### src/rtl/uart_rx_fifo_if.sv
// Read-side bundle of the UART receive FIFO: byte head, occupancy and sticky error flags.
// Latency: pure wiring, no storage.
// Backpressure: the consumer drives i_rd when it is ready for a byte; nothing is lost until the FIFO is full.
// Ports:
//   master (the receiver) drives o_data/o_empty/o_full/o_count/o_frame_err/o_overrun.
//   slave  (the debugger) drives i_rd (pop head) and i_clr_err (clear both flags).
interface uart_rx_fifo_if #(
  parameter int DATA_BITS  = 8,
  parameter int FIFO_DEPTH = 8
);
  logic                          i_rd;
  logic                          i_clr_err;
  logic [DATA_BITS-1:0]          o_data;
  logic                          o_empty;
  logic                          o_full;
  logic [$clog2(FIFO_DEPTH):0]   o_count;
  logic                          o_frame_err;
  logic                          o_overrun;

  modport master (
    input  i_rd, i_clr_err,
    output o_data, o_empty, o_full, o_count, o_frame_err, o_overrun
  );

  modport slave (
    output i_rd, i_clr_err,
    input  o_data, o_empty, o_full, o_count, o_frame_err, o_overrun
  );
endinterface

### src/rtl/uart_rx_fifo.sv
// UART 8N1 receiver with 16x oversampling feeding a first-word-fall-through byte FIFO.
// Latency: byte visible one cycle after the mid-stop-bit sample (~9.5 bit times after the start edge).
// Backpressure: none on the line; a good byte arriving while full is dropped and flagged as overrun.
// Ports:
//   i_clk, i_rst  - system clock, synchronous active-high reset
//   i_uart_rx     - asynchronous serial input, idle high
//   bus (master)  - i_rd/i_clr_err in; o_data/o_empty/o_full/o_count/o_frame_err/o_overrun out
module uart_rx_fifo #(
  parameter int BAUD_DIV   = 163,
  parameter int DATA_BITS  = 8,
  parameter int OVERSAMPLE = 16,
  parameter int FIFO_DEPTH = 8
) (
  input  logic                  i_clk,
  input  logic                  i_rst,
  input  logic                  i_uart_rx,
  uart_rx_fifo_if.master        bus
);

  localparam int BW = (BAUD_DIV > 1)   ? $clog2(BAUD_DIV)   : 1;
  localparam int SW = (OVERSAMPLE > 1) ? $clog2(OVERSAMPLE) : 1;
  localparam int NW = (DATA_BITS > 1)  ? $clog2(DATA_BITS)  : 1;
  localparam int AW = $clog2(FIFO_DEPTH);
  localparam int PW = AW + 1;

  localparam logic [BW-1:0] BAUD_LAST = BW'(BAUD_DIV - 1);
  localparam logic [SW-1:0] S_MID     = SW'(OVERSAMPLE / 2 - 1);
  localparam logic [SW-1:0] S_LAST    = SW'(OVERSAMPLE - 1);
  localparam logic [NW-1:0] N_LAST    = NW'(DATA_BITS - 1);
  localparam logic [PW-1:0] DEPTH_P   = PW'(FIFO_DEPTH);

  typedef enum logic [2:0] {
    ST_IDLE,
    ST_START,
    ST_DATA,
    ST_STOP,
    ST_BREAK
  } state_t;

  // Line synchronizer; resets to the idle (high) level so reset never looks like a start bit.
  logic rx_meta, rx_s;

  always_ff @(posedge i_clk) begin
    if (i_rst) begin
      rx_meta <= 1'b1;
      rx_s    <= 1'b1;
    end else begin
      rx_meta <= i_uart_rx;
      rx_s    <= rx_meta;
    end
  end

  // Free-running oversample tick; start detection is not phase-aligned to it.
  logic [BW-1:0] baud_cnt;
  logic          tick;

  assign tick = (baud_cnt == BAUD_LAST);

  always_ff @(posedge i_clk) begin
    if (i_rst)     baud_cnt <= '0;
    else if (tick) baud_cnt <= '0;
    else           baud_cnt <= baud_cnt + BW'(1);
  end

  // Deframing FSM.
  state_t               state, state_nxt;
  logic [SW-1:0]        s, s_nxt;
  logic [NW-1:0]        n, n_nxt;
  logic [DATA_BITS-1:0] shreg, shreg_nxt;
  logic                 push_req;
  logic                 ferr_set;

  always_ff @(posedge i_clk) begin
    if (i_rst) begin
      state <= ST_IDLE;
      s     <= '0;
      n     <= '0;
      shreg <= '0;
    end else begin
      state <= state_nxt;
      s     <= s_nxt;
      n     <= n_nxt;
      shreg <= shreg_nxt;
    end
  end

  always_comb begin
    state_nxt = state;
    s_nxt     = s;
    n_nxt     = n;
    shreg_nxt = shreg;
    push_req  = 1'b0;
    ferr_set  = 1'b0;
    unique case (state)
      ST_IDLE: begin
        if (!rx_s) begin
          state_nxt = ST_START;
          s_nxt     = '0;
        end
      end
      ST_START: begin
        if (tick) begin
          if (s == S_MID) begin
            // Re-check the line mid start bit so short glitches are rejected.
            if (!rx_s) begin
              state_nxt = ST_DATA;
              s_nxt     = '0;
              n_nxt     = '0;
            end else begin
              state_nxt = ST_IDLE;
            end
          end else begin
            s_nxt = s + SW'(1);
          end
        end
      end
      ST_DATA: begin
        if (tick) begin
          if (s == S_LAST) begin
            // Shift in at the MSB so the first (LSB) bit ends up at bit 0.
            shreg_nxt = {rx_s, shreg[DATA_BITS-1:1]};
            s_nxt     = '0;
            n_nxt     = n + NW'(1);
            if (n == N_LAST) state_nxt = ST_STOP;
          end else begin
            s_nxt = s + SW'(1);
          end
        end
      end
      ST_STOP: begin
        if (tick) begin
          if (s == S_LAST) begin
            if (rx_s) begin
              push_req  = 1'b1;
              state_nxt = ST_IDLE;
            end else begin
              ferr_set  = 1'b1;
              state_nxt = ST_BREAK;
            end
          end else begin
            s_nxt = s + SW'(1);
          end
        end
      end
      ST_BREAK: begin
        // Hold here until the line idles so a long break yields a single error.
        if (rx_s) state_nxt = ST_IDLE;
      end
      default: state_nxt = ST_IDLE;
    endcase
  end

  // FIFO: pointers carry one extra wrap bit so full and empty are distinguishable.
  logic [DATA_BITS-1:0] mem [FIFO_DEPTH];
  logic [PW-1:0]        wr_ptr, rd_ptr;
  logic [PW-1:0]        count;
  logic                 empty, full;
  logic                 do_pop, do_push, ovr_set;

  assign count   = wr_ptr - rd_ptr;
  assign empty   = (count == '0);
  assign full    = (count == DEPTH_P);
  assign do_pop  = bus.i_rd && !empty;
  // A pop in the same cycle frees the slot, so a push into a full FIFO still lands.
  assign do_push = push_req && (!full || do_pop);
  assign ovr_set = push_req && full && !do_pop;

  always_ff @(posedge i_clk) begin
    if (i_rst) begin
      wr_ptr <= '0;
      rd_ptr <= '0;
    end else begin
      if (do_push) wr_ptr <= wr_ptr + PW'(1);
      if (do_pop)  rd_ptr <= rd_ptr + PW'(1);
    end
  end

  always_ff @(posedge i_clk) begin
    if (do_push) mem[wr_ptr[AW-1:0]] <= shreg;
  end

  // Sticky flags; a new error in the clearing cycle takes priority.
  logic frame_err, overrun;

  always_ff @(posedge i_clk) begin
    if (i_rst) begin
      frame_err <= 1'b0;
      overrun   <= 1'b0;
    end else begin
      if (ferr_set)           frame_err <= 1'b1;
      else if (bus.i_clr_err) frame_err <= 1'b0;
      if (ovr_set)            overrun   <= 1'b1;
      else if (bus.i_clr_err) overrun   <= 1'b0;
    end
  end

  assign bus.o_data      = mem[rd_ptr[AW-1:0]];
  assign bus.o_empty     = empty;
  assign bus.o_full      = full;
  assign bus.o_count     = count;
  assign bus.o_frame_err = frame_err;
  assign bus.o_overrun   = overrun;

endmodule

### src/flat_wrapper.sv
// flat-port wrapper written by rule: the top's interface ports become plain ports
module uart_rx_fifo_flat 
#(
  parameter int BAUD_DIV   = 163,
  parameter int DATA_BITS  = 8,
  parameter int OVERSAMPLE = 16,
  parameter int FIFO_DEPTH = 8
)
  (i_clk, i_rst, i_uart_rx, bus_i_rd, bus_i_clr_err, bus_o_data, bus_o_empty, bus_o_full, bus_o_count, bus_o_frame_err, bus_o_overrun);
  uart_rx_fifo_if #(.DATA_BITS(DATA_BITS), .FIFO_DEPTH(FIFO_DEPTH)) bus_i ();
  input  logic i_clk;
  input  logic i_rst;
  input  logic i_uart_rx;
  input wire logic [$bits(bus_i.i_rd)-1:0] bus_i_rd;
  input wire logic [$bits(bus_i.i_clr_err)-1:0] bus_i_clr_err;
  output wire logic [$bits(bus_i.o_data)-1:0] bus_o_data;
  output wire logic [$bits(bus_i.o_empty)-1:0] bus_o_empty;
  output wire logic [$bits(bus_i.o_full)-1:0] bus_o_full;
  output wire logic [$bits(bus_i.o_count)-1:0] bus_o_count;
  output wire logic [$bits(bus_i.o_frame_err)-1:0] bus_o_frame_err;
  output wire logic [$bits(bus_i.o_overrun)-1:0] bus_o_overrun;
  assign bus_i.i_rd = bus_i_rd;
  assign bus_i.i_clr_err = bus_i_clr_err;
  assign bus_o_data = bus_i.o_data;
  assign bus_o_empty = bus_i.o_empty;
  assign bus_o_full = bus_i.o_full;
  assign bus_o_count = bus_i.o_count;
  assign bus_o_frame_err = bus_i.o_frame_err;
  assign bus_o_overrun = bus_i.o_overrun;
  uart_rx_fifo #(.BAUD_DIV(BAUD_DIV), .DATA_BITS(DATA_BITS), .OVERSAMPLE(OVERSAMPLE), .FIFO_DEPTH(FIFO_DEPTH)) u_core (.i_clk(i_clk), .i_rst(i_rst), .i_uart_rx(i_uart_rx), .bus(bus_i));
endmodule
### config.mk
export PLATFORM = sky130hd
export DESIGN_NAME = uart_rx_fifo_flat
export DESIGN_NICKNAME = d
export VERILOG_FILES = /design/src/rtl/uart_rx_fifo_if.sv /design/src/rtl/uart_rx_fifo.sv /design/src/flat_wrapper.sv
export SDC_FILE = /design/constraint.sdc
export NUM_CORES = 1
export LEC_CHECK = 0
export ABC_AREA = 1
export CAP_MARGIN = 20
export CORE_MARGIN = 2
export CORE_UTILIZATION = 60
export DETAILED_ROUTE_END_ITERATION = 12
export PLACE_DENSITY = 0.76
export SETUP_SLACK_MARGIN = 0.2
export SLEW_MARGIN = 20
export SYNTH_ARGS = -nofsm -noshare
export SYNTH_HDL_FRONTEND = slang
export SYNTH_SLANG_ARGS = --single-unit
### constraint.sdc
create_clock -name i_clk -period 3.1 [get_ports i_clk]
set_clock_uncertainty 0.05 [all_clocks]
set_input_delay 0.93 -clock i_clk [delete_from_list [all_inputs] [get_ports i_clk]]
set_output_delay 0.93 -clock i_clk [all_outputs]
set_load 0.02 [all_outputs]
==> metrics.md, run 1 <==
| Metric | Value |
|---|---|
| Least-Margin Pin Slew | `0.489 ns` |
| Slowest CP cell | `fa_1` |
| Footprint of the multi-input gates | `1830 µm²` |
| P per Cell Area | `515 nW/µm²` |
| Buffers added on ports | `20` |
| Final hold violations | `0` |
| Worst-path clk slew | `0.10 ns` |
| Psw | `0.828 mW` |
| Slowest stage delay, CP | `0.44 ns` |
| Final nets | `567` |
| Fmax | `331 MHz` |
| Combinational share of power | `0.160` |
| CP required | `2.12 ns` |
| RR Startpoint | `u_core.wr_ptr[0]$_SDFFE_PP0P_` |
| Gr usage total | `0.231` |
| Post-synth top area cell | `edfxtp_1` |
| Fillers | `587` |
| Synth Instances | `514` |
| Total gr overflow | `0` |
| EDFF count, synth | `64` |
| P&R area growth vs syn | `13.2%` |
| VDD IR max | `0.451 mV` |
| Io pins | `21` |
| Reg area | `2750 µm²` |
| Wire per inst | `14.1 µm` |
| Crit path kind | `flip-flop to primary output` |
| Most numerous cell in the Yosys netlist | `nand2_1` |
| First-pass GRT wire length | `15.8 mm` |
| Post-Route WL | `9.27 mm` |
| Core Rows | `32` |
| Post-layout util | `0.698` |
| Sw Share | `0.298` |
| Share of the synthesized area in the top cell type | `0.403` |
| R2r setup slk | `0.42 ns` |
| Critical path startpoint category | `flip-flop` |
| Root Driver | `clkbuf_8` |
| CP Cell Sequence | `inv_2, ha_4, inv_2, fa_1, or2_4, nor2_4, nand2_1, inv_2, buf_6` |
| Flops & latches, synth | `105` |
| Initial DRC count | `198` |
| Worst path depth | `9` |
| Area contributors post-synth | `edfxtp_1 40%, dfxtp_1 17%, nand2_1 8.1%` |
| CP Capture Type | `primary output` |
| Mapped Area | `4770 µm²` |
| Initial Utilization | `0.617` |
| Non-Filler Instances | `658` |
| Vias per inst | `5.44` |
| Sequential area share after synthesis | `0.575` |
| CP dominant cell by count | `inv_2` |
| Synth async-reset ratio | `0` |
| Clk pwr share | `0.288` |
| Max-Slew Margin vs Limit | `0.673` |
| First-pass iteration count of the detailed router | `4` |
| Hold crit path type | `flip-flop to flip-flop` |
| Initial antenna violation count | `0` |
| Clock sink count | `105` |
| Hold_sp | `u_core.rx_meta$_SDFF_PP1_` |
| Most instantiated cells after synthesis | `103 x nand2_1, 94 x nor2_1, 64 x edfxtp_1, 41 x dfxtp_1, 35 x inv_1` |
| Syn_nets | `530` |
| Netlist cell types | `36` |
| TritonCTS buffer count | `9` |
| Largest net degree at the start of global routing | `33` |
| Max-Cap Viols | `0` |
| DR DRC count | `0` |
| Routed Antenna Nets | `0` |
| Ys Warns | `0` |
| DIE AREA | `8680 µm²` |
| Inst Count DP | `640` |
| Hold_buf cts | `0` |
| Worst path arrival time | `2.04 ns` |
| Final Slew Violations | `0` |
| Vias in the first global route | `3400` |
| RePlAce Congestion | `0.853` |
| Leak | `2.28 nW` |
| Core outline area | `7730 µm²` |
| Syn Area/Cell | `9.28 µm²` |
| Fin crit share | `0.974` |
| Setup Viol. Count Final | `0` |
| Width of the die | `93.1 µm` |
| CP top delay family | `adder cells` |
| Via Count | `3577` |
| Share of cells above drive strength 1 | `0.171` |
| Min cycle time layout | `3.02 ns` |
| ANT cells | `0` |
| DIE HEIGHT | `93.1 µm` |
| P_int | `1.95 mW` |
| H-Tree Level Count | `3` |
| Worst-case clock buffer depth | `2` |
| Status | `finished, final reports clean` |
| Worst reg-to-reg path cell count | `12` |
| RSZ-0062 raised after global routing | `yes` |
| Worst Path Max Fanout | `3` |
| Worst hold stages | `1` |
| Post-synth top flop | `edfxtp_1` |
| RR Endpoint | `u_core.mem[2][7]$_DFFE_PP_` |
| Hold EP | `u_core.rx_s$_SDFF_PP1_` |
| TritonCTS clock tree | `built` |
| Clock Latency Late Sink | `0.36 ns` |
| Dpl hpwl | `6.52 mm` |
| Sequential group share of total power | `0.552` |
| Buf/Inv on CP | `4` |
-- how the worst max path moves through the flow --
stage / start / end / slack, ns
global route: u_core.wr_ptr[0]$_SDFFE_PP0P_ / bus_o_full / -0.004
CTS: u_core.wr_ptr[0]$_SDFFE_PP0P_ / bus_o_empty / 0.05
finish: u_core.wr_ptr[0]$_SDFFE_PP0P_ / bus_o_full / 0.08
global placement: u_core.wr_ptr[0]$_SDFFE_PP0P_ / bus_o_full / -0.10
floorplan: u_core.wr_ptr[0]$_SDFFE_PP0P_ / bus_o_empty / 0.23
detailed placement: u_core.wr_ptr[0]$_SDFFE_PP0P_ / bus_o_empty / -0.18
-- repair_timing --
item / CTS / global route
buffers inserted: 2 / 0
endpoints found under the setup margin: 13 / 13
gates resized for setup: 38 / 21
pin swaps: 4 / 1
-- final cells by class --
class	count	area share
well taps	102	0.0236
clock inverters	7	0.0109
inverters	43	0.0299
clock buffers	9	0.0230
flip-flops and latches	105	0.509
multi-input cells	350	0.340
repair buffers	42	0.0640
-- registers in the layout, summed over array words and instances, names as in the netlist, named ones only --
signal and flops:
u_core.mem 64, u_core.s 4, u_core.bus.o_frame_err 1, u_core.wr_ptr 4
u_core.rd_ptr 4, u_core.rx_s 1, u_core.shreg 8, u_core.n 3
u_core.baud_cnt 8, u_core.bus.o_overrun 1, u_core.state 3, u_core.rx_meta 1
-- power by group through the flow --
stage	clock [mW]	combinational (mW)	sequential (mW)
6_report	0.800	0.446	1.53
4_1_cts	0.813	0.443	1.53
3_3_place_gp	0	0.431	1.56
3_5_place_dp	0	0.442	1.56
2_1_floorplan	0	0.381	1.55
5_1_grt	0.867	0.508	1.54
-- placed cells by master (no fill, tap or decap), types with 8 or more instances in the layout --
master / synthesis / layout
o32ai_1: 16 / 16
nand3_1: 29 / 29
inv_2: 7 / 11
clkbuf_2: 0 / 8
inv_1: 35 / 31
buf_4: 1 / 20
ha_1: 10 / 9
o21ai_0: 27 / 27
nor2_1: 94 / 93
edfxtp_1: 64 / 64
a21oi_1: 20 / 19
clkbuf_8: 0 / 9
dfxtp_1: 41 / 38
nand2_1: 103 / 102
-- through the flow --
stage / hold slack (ns) / instance area (µm²) / setup WS (ns) / TNS (ns) / total power, mW
CTS: 0.387 / 5420 / 0.0484 / 0 / 2.79
global route: 0.420 / 5400 / -0.00351 / -0.00375 / 2.91
finish: 0.384 / 5400 / 0.0791 / 0 / 2.78
floorplan: 0.339 / 4770 / 0.231 / 0 / 1.93
detailed placement: 0.352 / 5190 / -0.185 / -0.347 / 2.01
global placement: 0.348 / 5190 / -0.104 / -0.201 / 1.99
-- layer usage --
| layer | GRT usage | routed length [µm] | up-vias |
|---|---|---|---|
| met5 | 0 | 0 | - |
| met4 | 0.0846 | 153 | 0 |
| met3 | 0.0306 | 397 | 12 |
| met2 | 0.405 | 4640 | 79 |
| met1 | 0.293 | 4070 | 1684 |
| li1 | - | - | 1802 |
-- logic make-up after synthesis --
family,share of synthesized area
AO/OA/AOI/OAI,0.0908
adder cells (fa/ha/maj),0.0304
XOR/XNOR,0.0147
AND/OR/NAND/NOR,0.241
flip-flops,0.575
buffers and inverters,0.0480
Note: power is estimated with default switching activity, not from simulation.
==> run 2: changes to the inputs <==
--- a/config.mk
+++ b/config.mk
@@ -9,6 +9,7 @@
 export CAP_MARGIN = 20
 export CORE_MARGIN = 2
 export CORE_UTILIZATION = 60
+export CTS_CLUSTER_DIAMETER = 100
 export DETAILED_ROUTE_END_ITERATION = 12
 export PLACE_DENSITY = 0.76
 export SETUP_SLACK_MARGIN = 0.2
==> results of run 2 <==
The final DEF is identical to that of run 1; final timing and power are the same.
==> run 3: changes to the inputs <==
--- a/config.mk
+++ b/config.mk
@@ -5,9 +5,7 @@
 export SDC_FILE = /design/constraint.sdc
 export NUM_CORES = 1
 export LEC_CHECK = 0
-export ABC_AREA = 1
 export CAP_MARGIN = 20
-export CORE_MARGIN = 2
 export CORE_UTILIZATION = 60
 export CTS_CLUSTER_DIAMETER = 100
 export DETAILED_ROUTE_END_ITERATION = 12
==> run 3 against run 2 <==
Design area rose by 1.2%. Combinational power rose to 2.8 times the previous value. Routed wire length down 4.6%. Core utilization rose by 5.5 points. Power rose by 28%. Clock power about the same. First-iteration DRC count fell by 27%. Critical path type unchanged. Critical endpoint unchanged. Largest cell class unchanged.
==> metrics.md, run 3 <==
| Metric | Value |
|---|---|
| Status | `finished, final reports clean` |
| Post-synth top flop | `edfxtp_1` |
| P&R area growth vs syn | `21.1%` |
| Syn_nets | `348` |
| CP top delay family | `adder cells` |
| Ys Warns | `0` |
| Commonest non-fill, non-tap cell in the layout | `edfxtp_1` |
| Met3 wire length | `232 µm` |
| CP required | `2.12 ns` |
| Routed Antenna Nets | `0` |
| Max-Slew Margin vs Limit | `0.491` |
| Buf/Inv on CP | `3` |
| Io pins | `21` |
| DIE HEIGHT | `88.7 µm` |
| RSZ-0062 raised after global routing | `yes` |
| Final hold violations | `0` |
| DP Worst Slack | `-0.0689 ns` |
| Worst Path Max Fanout | `3` |
| TritonCTS clock tree | `built` |
| H-Tree Level Count | `3` |
| Max-Cap Viols | `0` |
| Root Driver | `clkbuf_8` |
| First-pass GRT wire length | `13.8 mm` |
| Least-Margin Pin Slew | `0.752 ns` |
| EDFF count, synth | `64` |
| Share of cells above drive strength 1 | `0.316` |
| TritonCTS buffer count | `9` |
| Synth async-reset ratio | `0` |
| Core outline area | `7250 µm²` |
| DR DRC count | `0` |
| WL met1 | `3.73 mm` |
| P per Cell Area | `650 nW/µm²` |
| Fin crit share | `0.991` |
| Total gr overflow | `0` |
| Final instance area | `5460 µm²` |
| Leak | `1.93 nW` |
| Placed cell area | `5060 µm²` |
| Clock sink count | `105` |
| Syn Area/Cell | `13.6 µm²` |
| Clock Latency Late Sink | `0.36 ns` |
| Crit path kind | `flip-flop to primary output` |
| Post-Route WL | `8.84 mm` |
| Slowest CP cell | `fa_2` |
| First-pass iteration count of the detailed router | `4` |
| Max reg flops | `64` |
| Wire per inst | `18.2 µm` |
| Post-synth top area cell | `edfxtp_1` |
| Vias per inst | `5.67` |
| Dpl hpwl | `5.59 mm` |
| Non-Filler Instances | `485` |
| Final hold slack | `0.378 ns` |
| Gr usage total | `0.246` |
| Flops & latches, synth | `105` |
| Area contributors post-synth | `edfxtp_1 43%, dfxtp_1 18%, mux4_2 8.0%` |
| Initial Utilization | `0.622` |
| Most instantiated cells after synthesis | `64 x edfxtp_1, 41 x dfxtp_1, 36 x nor2_1, 16 x mux4_2, 13 x inv_1` |
| Synth Instances | `332` |
| VDD IR max | `0.593 mV` |
| Min cycle time layout | `3.07 ns` |
| Worst-path clk slew | `0.10 ns` |
| Initial DRC count | `145` |
| Hold crit path type | `flip-flop to flip-flop` |
| Via Count | `2752` |
| Max layer used | `met4` |
| Final worst setup slack | `0.0270 ns` |
| Setup TNS | `0 ns` |
| Core Rows | `31` |
| Critical path startpoint category | `flip-flop` |
| Met2 routed WL | `4.70 mm` |
| Final Slew Violations | `0` |
| Hold_buf cts | `0` |
| Slowest stage delay, CP | `0.39 ns` |
| Worst path arrival time | `2.09 ns` |
| Setup Viol. Count Final | `0` |
| ANT cells | `0` |
| Buffers added on ports | `20` |
| Mapped Area | `4510 µm²` |
| Initial antenna violation count | `0` |
| RePlAce Congestion | `0.853` |
| Sequential area share after synthesis | `0.608` |
| Final nets | `397` |
| Largest net degree at the start of global routing | `25` |
| Fillers | `449` |
| Most numerous cell in the Yosys netlist | `edfxtp_1` |
| CP dominant cell by count | `inv_2` |
| CP Capture Type | `primary output` |
| Commonest non-fill, non-tap cells in the layout | `64 x edfxtp_1, 37 x dfxtp_1, 35 x nor2_1` |
| Inst Count DP | `462` |
| DIE AREA | `7870 µm²` |
| Fmax | `325 MHz` |
| Vias in the first global route | `2804` |
| CP Cell Sequence | `inv_2, ha_4, inv_2, fa_2, xor2_2, or3_4, nor2b_4, buf_6` |
| Worst-case clock buffer depth | `2` |
| Netlist cell types | `53` |
| Width of the die | `88.7 µm` |
| Share of the synthesized area in the top cell type | `0.426` |
-- run 3: cell types whose count changed after synthesis, sizes merged, moves of 16 or more --
cell and delta:
nand2 -100, nor2 -70, inv -29, o21ai -23, nand3 -21, mux4 +16, o32ai -16
-- run 3: logic make-up after synthesis --
| logic type | Yosys count | share of synthesized area |
|---|---|---|
| flops | 105 | 0.608 |
| buf+inv | 30 | 0.0280 |
| fa+ha+maj | 11 | 0.0322 |
| mux | 35 | 0.124 |
| compound gates | 37 | 0.0591 |
| xor+xnor | 16 | 0.0311 |
| simple gates | 98 | 0.117 |
-- run 3: through the flow --
stage	util	total power [mW]
floorplan	-	2.17
global placement	0.698	2.54
detailed placement	0.698	2.56
CTS	0.730	3.39
global route	0.753	3.71
finish	0.753	3.55
-- run 3: final cells by class --
class                           instances  area (µm²)  area share
Sequential cell                       105        2750       0.504
Multi-Input combinational cell        197        1800       0.330
Timing Repair Buffer                   55         551       0.101
Clock buffer                           10         128      0.0234
Tap cell                               99         124      0.0227
Clock inverter                          6        58.8      0.0108
Inverter                               13        48.8     0.00893
-- run 3: final timing paths --
path / slack (ns) / startpoint / cells after the start / to
worst max-delay path: 0.03 / u_core.wr_ptr[0]$_SDFFE_PP0P_ / 8 / bus_o_full
worst min-delay path: 0.38 / u_core.rx_meta$_SDFF_PP1_ / 1 / u_core.rx_s$_SDFF_PP1_
worst max register to register: 0.32 / u_core.wr_ptr[0]$_SDFFE_PP0P_ / 13 / u_core.mem[6][3]$_DFFE_PP_
worst min register to register: 0.38 / u_core.rx_meta$_SDFF_PP1_ / 1 / u_core.rx_s$_SDFF_PP1_
-- run 3: power by group --
group          internal [mW]  switching [mW]  leakage (nW)  total (mW)
sequential              1.49          0.0291         0.927        1.52
combinational          0.694           0.531         0.912        1.23
clock                  0.314           0.487        0.0928       0.801
-- run 3: timing repair --
action | CTS | global route
buffers inserted | 3 | 3
setup endpoints to repair | 13 | 35
pin swaps | 3 | 2
gates resized for setup | 64 | 39
cloned | 1 | 0
-- run 3: per-layer routing --
metal,up-vias,GRT usage
met5,-,0
met4,0,0.116
met3,13,0.0345
met2,53,0.435
met1,1352,0.297
li1,1334,-
